**src/rtl/pio_clkdiv_frac.sv**
```systemverilog
// Multi-channel fractional clock-enable generator for the PIO state machines.
// Each channel emits a one-cycle penable strobe every INT(+1) enabled cycles, dithered by a FRAC accumulator.
module pio_clkdiv_frac #(
    parameter int NUM_CH = 4,
    parameter int INT_W  = 16,
    parameter int FRAC_W = 8
) (
    input  logic                       clk,
    input  logic                       reset,
    input  logic [NUM_CH*INT_W-1:0]    div_int,
    input  logic [NUM_CH*FRAC_W-1:0]   div_frac,
    input  logic [NUM_CH-1:0]          enable,
    input  logic [NUM_CH-1:0]          restart,
    output logic [NUM_CH-1:0]          penable,
    output logic [NUM_CH-1:0]          pclk
);

    localparam logic [INT_W:0] CTR_ONE = {{INT_W{1'b0}}, 1'b1};

    for (genvar c = 0; c < NUM_CH; c++) begin : g_ch
        logic [INT_W:0]    ctr;
        logic [FRAC_W-1:0] acc;
        logic              pen_q;
        logic              pclk_q;
        logic [INT_W-1:0]  d_int;
        logic [FRAC_W-1:0] d_frac;
        logic [INT_W:0]    int_eff;
        logic [FRAC_W:0]   frac_sum;
        logic [INT_W:0]    reload;

        assign d_int  = div_int[c*INT_W +: INT_W];
        assign d_frac = div_frac[c*FRAC_W +: FRAC_W];

        // A zero divisor stands for 2^INT_W; the reload adds the accumulator carry for long intervals.
        assign int_eff  = (d_int == '0) ? {1'b1, {INT_W{1'b0}}} : {1'b0, d_int};
        assign frac_sum = {1'b0, acc} + {1'b0, d_frac};
        assign reload   = int_eff + {{INT_W{1'b0}}, frac_sum[FRAC_W]};

        always_ff @(posedge clk) begin
            if (reset || restart[c]) begin
                ctr    <= CTR_ONE;
                acc    <= '0;
                pen_q  <= 1'b0;
                pclk_q <= 1'b0;
            end else if (enable[c]) begin
                if (ctr == CTR_ONE) begin
                    pen_q  <= 1'b1;
                    pclk_q <= ~pclk_q;
                    acc    <= frac_sum[FRAC_W-1:0];
                    ctr    <= reload;
                end else begin
                    pen_q <= 1'b0;
                    ctr   <= ctr - CTR_ONE;
                end
            end else begin
                pen_q <= 1'b0;
            end
        end

        assign penable[c] = pen_q;
        assign pclk[c]    = pclk_q;
    end

endmodule

```
**config.mk**
```make
export PLATFORM = sky130hd
export DESIGN_NAME = pio_clkdiv_frac
export DESIGN_NICKNAME = d
export VERILOG_FILES = /design/src/rtl/pio_clkdiv_frac.sv
export SDC_FILE = /design/constraint.sdc
export NUM_CORES = 1
export LEC_CHECK = 0
export CAP_MARGIN = 20
export CORE_MARGIN = 1
export CORE_UTILIZATION = 40
export CTS_BUF_LIST = sky130_fd_sc_hd__clkbuf_8
export CTS_CLUSTER_SIZE = 40
export DETAILED_ROUTE_END_ITERATION = 10
export PLACE_DENSITY_LB_ADDON = 0.05
export SYNTH_ARGS = -nofsm -noshare
export SYNTH_HDL_FRONTEND = slang
export SYNTH_SLANG_ARGS = --single-unit
```
**constraint.sdc**
```tcl
create_clock -name clk -period 3.7 [get_ports clk]
set_clock_uncertainty 0.1 [all_clocks]
set_input_delay 0.37 -clock clk [delete_from_list [all_inputs] [get_ports clk]]
set_output_delay 0.37 -clock clk [all_outputs]
set_load 0.02 [all_outputs]
```
==> results.py, run 1 <==
metrics = {
    "run_status": {
        "status": "completed",
    },
    "min_path": {
        "worstHoldPathType": "reg -> reg",
    },
    "setup_path": {
        "cp_num_buf_inv": 2,
        "worst_setup_path_start_kind": "primary input",
        "crit_fanout": 4,
        "max_stage_delay_ns": 0.46,
        "cp-end-kind": "register",
        "path_class": "in -> reg",
        "cp_slowest_cell": "clkdlybuf4s50_1",
        "cpLargestDelayFamily": "adder cells",
        "critPathRequiredTime_ns": 3.90,
        "cpMostUsedCell": "ha_1",
        "worstPathCellList": "clkdlybuf4s50_1 > ha_1 > inv_1 > fa_1 > nor2b_1 > o31a_1 > o311a_1 > o21ai_0 > nand2b_1 > ha_1 > ha_1 > and4_1 > nand4_1 > xnor2_1 > nand2_1 > a221oi_1",
        "cp.arrival_ns": 3.41,
    },
    "floorplanning": {
        "rows": 52,
        "core_area_sq_mm": 0.0202,
        "io_pins": 114,
        "dieArea_sq_mm": 0.0212,
        "dieWidth_um": 145,
        "start_util": 0.407,
        "fp.dieH_um": 145,
    },
    "yosys": {
        "yosysSeqAreaShare": 0.263,
        "yosysTopAreaCellShare": 0.263,
        "synth_cells": 1074,
        "async_flop_share": 0,
        "ys_types": 76,
        "synth-edff-count": 0,
        "synth_mux_area_frac": 0.00866,
        "syn_area_sq_mm": 0.00823,
        "synth_simple_gate_area_frac": 0.290,
        "synth.avg_cell_area_sq_um": 7.67,
        "synth_ff_type": "dfxtp_1",
        "synth_xor_area_frac": 0.0691,
        "synth_area_leaders": "dfxtp_1, ha_1, o21ai_0, nand2_1, xnor2_1",
        "synth_top_family_by_area": "simple AND/OR/NAND/NOR gates",
        "synth_top_area_cell": "dfxtp_1",
        "synth_compound_area_frac": 0.236,
        "ys_seq_elements": 108,
        "synth_warnings": 0,
        "synthAdderAreaFrac": 0.0827,
        "synth_fp_nets": 1232,
    },
    "timing": {
        "post-route-period-util": 0.868,
        "finalHoldViolations": 0,
        "slew_headroom": 0.381,
        "rsz0062_at_grt": "no",
        "max_freq_ghz": 0.311,
        "tightest_slew_ns": 0.920,
        "maxSlewViolCount": 0,
        "period_needed_ns": 3.21,
        "hold_ws_ns": 0.366,
        "setup_viol": 0,
        "setup_tns_ns": 0,
    },
    "flow_run": {
        "drv_cap": 0,
    },
    "placed_design": {
        "dp_hpwl_um": 17200,
        "portBuffers": 113,
        "gp_congestion": 0.863,
    },
    "power": {
        "combinationalPowerShare": 0.628,
        "switchingPower_w": 0.00363,
        "power_frac_seq": 0.246,
        "p_int_w": 0.00362,
        "p_per_area_mw_per_mm2": 740,
        "swShare": 0.501,
        "clockPowerShare": 0.126,
        "p_leak_nw": 3.57,
        "ir_worst_vdd_v": 0.000395,
    },
    "clock_network": {
        "cts.path.max_buffers": 2,
        "cts_setup_buffers": 0,
        "cts_resized": 0,
        "clock-sinks": 108,
        "cts.htree.levels": 3,
        "clk_latency_ns": 0.40,
        "cts_buffers": 9,
        "hold_buffers": 0,
        "cts_tree": "yes",
        "ctsRootBufferMaster": "clkbuf_8",
        "cts.clk_slew.worst_paths_ns": 0.10,
    },
    "final_layout": {
        "syn_to_final_growth_pct": 19.1,
        "final_common_cell": "clkdlybuf4s50_1",
        "layout_common_cells": "clkdlybuf4s50_1, dfxtp_1, nand2_1",
        "drive_gt1_frac": 0.0551,
        "nFillCells": 2007,
        "nets": 1314,
        "multi_input_area_sq_mm": 0.00565,
        "diodes": 0,
        "seqCellArea_sq_mm": 0.00216,
    },
    "global_route": {
        "track_usage": 0.218,
        "grt_pass1_wl_um": 38200,
        "grt_overflow": 0,
        "antenna_found_initial": 0,
        "grt_max_degree": 24,
        "grt_pass1_vias": 7663,
    },
    "route": {
        "wl_per_cell_um": 16.2,
        "wirelength_um": 23200,
        "vias": 8256,
        "drc_errors": 0,
        "top_layer_used": "met4",
        "drtPass1Iterations": 5,
        "wl_met2_um": 10400,
        "via_per_inst": 5.77,
        "postRouteAntennaNets": 0,
        "wl_met3_um": 869,
        "wl_met1_um": 11600,
        "drtIter0Drc": 582,
    },
}
## path summary, 6_finish.rpt
| check | startpoint | endpoint | slack (ns) | cells after the start |
|---|---|---|---|---|
| setup / recovery | div_frac[24] | g_ch[3].ctr[14] | 0.49 | 16 |
| hold / removal | g_ch[3].acc[3] | g_ch[3].acc[3] | 0.37 | 2 |
| setup reg to reg | g_ch[3].acc[0] | g_ch[3].ctr[14] | 0.57 | 15 |
| hold reg to reg | g_ch[3].acc[3] | g_ch[3].acc[3] | 0.37 | 2 |
## registers in the layout, summed over array words and instances, names as in the netlist
name and flops:
g_ch.ctr 68, g_ch.acc 32, g_ch.pen_q 4, g_ch.pclk_q 4
## layout make-up
cell class / instances / area share
multi-input combinational: 867 / 0.576
sequential: 108 / 0.220
timing repair buffer: 131 / 0.129
tap: 270 / 0.0344
inverter: 39 / 0.0149
clock buffer: 9 / 0.0126
clock inverter: 7 / 0.0124
## power groups by stage
stage	clock network, W	logic [W]	registers (W)
2_1_floorplan	0	0.00342	0.00172
3_3_place_gp	0	0.00452	0.00180
3_5_place_dp	0	0.00450	0.00180
4_1_cts	0.000954	0.00452	0.00178
5_1_grt	0.000986	0.00506	0.00183
6_report	0.000917	0.00455	0.00178
## synthesized netlist by cell type (15+ instances only)
library cell  instances
xor2_1               25
nor4_1               35
nand4_1              28
nand3_1              64
nor2_1               70
nor3_1               42
a221oi_1             15
ha_1                 48
a21oi_1              55
o21ai_0              98
inv_1                37
nand2_1             103
dfxtp_1             108
clkbuf_1             42
xnor2_1              40
## worst register-to-register path, stage by stage, from the launching register on
cell,delay [ns]
dfxtp_1,0.35
ha_1,0.17
inv_1,0.05
fa_1,0.41
nor2b_1,0.17
o31a_1,0.18
o311a_1,0.17
o21ai_0,0.08
nand2b_1,0.10
ha_1,0.18
ha_1,0.20
and4_1,0.26
nand4_1,0.13
xnor2_1,0.16
nand2_1,0.07
a221oi_1,0.27
## kinds of logic (layout without fill, tap and decap cells)
kind of cell    Yosys count  after routing
xor+xnor                 65             65
fa+ha+maj                52             52
buf+inv                  99            186
flops                   108            108
simple gates            445            445
mux                       7              7
compound gates          298            298
## stage by stage
step	utilization	setup WS, ns	total power, W	std cells	instance area (sq um)
3_3_place_gp	0.473	0.109	0.00633	1415	9560
6_report	0.485	0.487	0.00725	1431	9810
4_1_cts	0.485	0.498	0.00725	1431	9810
3_5_place_dp	0.473	0.0759	0.00630	1415	9560
5_1_grt	0.485	0.234	0.00788	1431	9810
2_1_floorplan	-	0.591	0.00514	1074	8230
## metal layers
| layer | vias up | track usage |
|---|---|---|
| li1 | 4216 | - |
| met1 | 3832 | 0.300 |
| met2 | 187 | 0.359 |
| met3 | 21 | 0.0270 |
| met4 | 0 | 0.0574 |
| met5 | - | 0 |
No activity file was read; power rests on OpenSTA's default activity.
==> run 2, diff against run 1 <==
--- a/config.mk
+++ b/config.mk
@@ -6,12 +6,11 @@
 export NUM_CORES = 1
 export LEC_CHECK = 0
 export CAP_MARGIN = 20
-export CORE_MARGIN = 1
+export CORE_MARGIN = 4
 export CORE_UTILIZATION = 40
 export CTS_BUF_LIST = sky130_fd_sc_hd__clkbuf_8
 export CTS_CLUSTER_SIZE = 40
 export DETAILED_ROUTE_END_ITERATION = 10
-export PLACE_DENSITY_LB_ADDON = 0.05
 export SYNTH_ARGS = -nofsm -noshare
 export SYNTH_HDL_FRONTEND = slang
 export SYNTH_SLANG_ARGS = --single-unit
==> constraint.sdc (replaced) <==
create_clock -name clk -period 2.6 [get_ports clk]
set_clock_uncertainty 0.1 [all_clocks]
set_input_delay 0.26 -clock clk [delete_from_list [all_inputs] [get_ports clk]]
set_output_delay 0.26 -clock clk [all_outputs]
set_load 0.02 [all_outputs]
==> run 2 against run 1 <==
The run now ends with setup timing left. Die area is 8.4% higher. Worst setup slack worse by 0.77 ns. Routed wire length is 2.8% higher. First-iteration DRC count is 4.5% lower. Power is 54% higher.
==> results.py, run 2 (synthesis gave the netlist of run 1 again) <==
metrics = {
    "power": {
        "p_leak_nw": 4.31,
        "clockPowerShare": 0.096,
        "switchingPower_w": 0.00549,
        "p_int_w": 0.00568,
        "swShare": 0.491,
        "power_frac_seq": 0.228,
        "p_per_area_mw_per_mm2": 971,
        "ir_worst_vdd_v": 0.000696,
        "combinationalPowerShare": 0.676,
        "power_w": 0.0112,
    },
    "timing": {
        "post-route-period-util": 1.11,
        "period_needed_ns": 2.89,
        "setup_viol": 53,
        "worst_slack_ns": -0.285,
        "max_freq_ghz": 0.347,
        "tightest_slew_ns": 0.675,
        "maxSlewViolCount": 0,
        "finalHoldViolations": 0,
        "slew_headroom": 0.549,
        "rsz0062_at_grt": "yes",
    },
    "clock_network": {
        "cts.path.max_buffers": 2,
        "cts_tree": "yes",
        "hold_buffers": 0,
        "ctsRootBufferMaster": "clkbuf_8",
        "cts_buffers": 9,
        "cts.htree.levels": 3,
        "clock-sinks": 108,
        "cts.clk_slew.worst_paths_ns": 0.11,
        "clk_latency_ns": 0.39,
    },
    "setup_path": {
        "cp_slowest_cell": "o311a_1",
        "crit_fanout": 4,
        "worst_setup_path_start_kind": "register",
        "worstRegToRegCells": 15,
        "path_class": "reg -> reg",
        "critPathRequiredTime_ns": 2.79,
        "cpLargestDelayFamily": "compound AO/OA/AOI/OAI gates",
        "cp_num_buf_inv": 2,
        "worstPathCellList": "ha_4 > inv_2 > fa_2 > nor2b_2 > o31a_1 > o311a_1 > o21ai_1 > nand2b_1 > ha_4 > and4_4 > buf_6 > nand2_4 > xor2_2 > a22oi_1 > o221a_2",
        "r2r-end": "g_ch[3].ctr[5]",
        "max_stage_delay_ns": 0.36,
        "cp-end-kind": "register",
        "r2r_slack_ns": -0.29,
        "cpMostUsedCell": "ha_4",
        "cp.arrival_ns": 3.07,
        "r2r_start": "g_ch[3].acc[0]",
    },
    "route": {
        "via_per_inst": 5.65,
        "drtIter0Drc": 556,
        "wl_per_cell_um": 15.5,
        "wirelength_um": 23800,
        "drtPass1Iterations": 5,
        "drc_errors": 0,
        "postRouteAntennaNets": 0,
        "vias": 8696,
    },
    "final_layout": {
        "nets": 1422,
        "instances_no_fill": 1539,
        "diodes": 0,
        "drive_gt1_frac": 0.232,
        "seqCellArea_sq_mm": 0.00217,
        "final_common_cell": "buf_4",
        "multi_input_area_sq_mm": 0.00654,
        "nFillCells": 1903,
        "largest-register": "g_ch.ctr",
        "final_core_util": 0.569,
        "top_regs": "g_ch.ctr x68, g_ch.acc x32",
        "syn_to_final_growth_pct": 39.8,
        "final_cell_area_sq_mm": 0.0115,
        "layout_common_cells": "buf_4, clkdlybuf4s50_1, dfxtp_1",
        "largest_reg_flops": 68,
    },
    "floorplanning": {
        "io_pins": 114,
        "rows": 52,
        "dieArea_sq_mm": 0.0229,
        "dieWidth_um": 151,
        "core_area_sq_mm": 0.0202,
        "start_util": 0.407,
        "fp.dieH_um": 151,
    },
    "min_path": {
        "worstHoldPathType": "in -> reg",
        "hold_end": "g_ch[3].acc[0]",
        "min_path_cells": 4,
        "worstHoldStart": "div_frac[24]",
    },
    "run_status": {
        "violations": "setup timing",
        "status": "complete, but fails checks",
    },
    "global_route": {
        "grt_pass1_wl_um": 39000,
        "antenna_found_initial": 0,
        "grt_pass1_vias": 8184,
        "grt_overflow": 0,
        "grt_max_degree": 26,
        "track_usage": 0.203,
    },
    "placed_design": {
        "gp_congestion": 0.877,
        "placed_area_sq_mm": 0.0104,
        "dp_hpwl_um": 17300,
        "placed_cells": 1505,
        "portBuffers": 113,
    },
    "flow_run": {
        "drv_cap": 0,
    },
}
## run 2: cell types whose count changed in the layout (fill, tap and decap cells not counted), sizes merged
| cell | previous run | this run |
|---|---|---|
| buf | 18 | 126 |
| clkdlybuf4s50 | 113 | 110 |
| clkinvlp | 0 | 2 |
| bufinv | 3 | 1 |
| dlygate4sd2 | 0 | 3 |
## run 2: worst max-delay path by stage
stage | to | from | slack [ns] | cells past startpoint
after floorplan | g_ch[2].ctr[6] | g_ch[2].acc[0] | -0.13 | 13
after global placement | g_ch[3].ctr[14] | div_frac[24] | -0.70 | 16
after detailed placement | g_ch[3].ctr[14] | div_frac[24] | -0.74 | 16
final | g_ch[3].ctr[5] | g_ch[3].acc[0] | -0.29 | 15
after global routing | g_ch[3].ctr[4] | g_ch[3].acc[0] | -0.42 | 14
after CTS | g_ch[3].ctr[14] | g_ch[3].acc[0] | -0.27 | 15
## run 2: per-stage QoR
stage	setup slack [ns]	TNS (ns)	hold WS, ns
2_1_floorplan	-0.130	-0.798	0.336
3_3_place_gp	-0.703	-35.27	0.345
3_5_place_dp	-0.741	-37.55	0.351
4_1_cts	-0.268	-7.34	0.300
5_1_grt	-0.419	-14.59	0.347
6_report	-0.285	-6.87	0.339
## run 2: worst min-delay path, cell delays in order
cell and delay [ns]:
dlygate4sd2_1 0.24, ha_4 0.14, nand2_1 0.04, a21oi_1 0.12
## run 2: power by group through the flow
stage / Clock [W] / Combinational (W) / Sequential, W
global placement: 0 / 0.00707 / 0.00256
CTS: 0.00112 / 0.00723 / 0.00254
global route: 0.00118 / 0.00839 / 0.00262
detailed placement: 0 / 0.00700 / 0.00257
finish: 0.00108 / 0.00755 / 0.00255
floorplan: 0 / 0.00491 / 0.00246
## run 2: layout make-up
type	count	share of cell area
multi-input combinational	867	0.569
timing repair buffer	239	0.184
inverter	39	0.0127
sequential	108	0.188
tap	270	0.0294
clock inverter	7	0.00609
clock buffer	9	0.0108
## run 2: repair_timing
item | in CTS | in global routing
setup endpoints to repair | 59 | 61
buffers inserted | 10 | 13
pin swaps | 72 | 78
gates resized for setup | 97 | 65
## run 2: routing by layer
layer / track usage / vias up / routed length [um]
met4: 0.0576 / 0 / 342
met1: 0.286 / 4044 / 11400
li1: - / 4427 / -
met3: 0.0241 / 28 / 961
met5: 0 / - / 0
met2: 0.329 / 197 / 11100
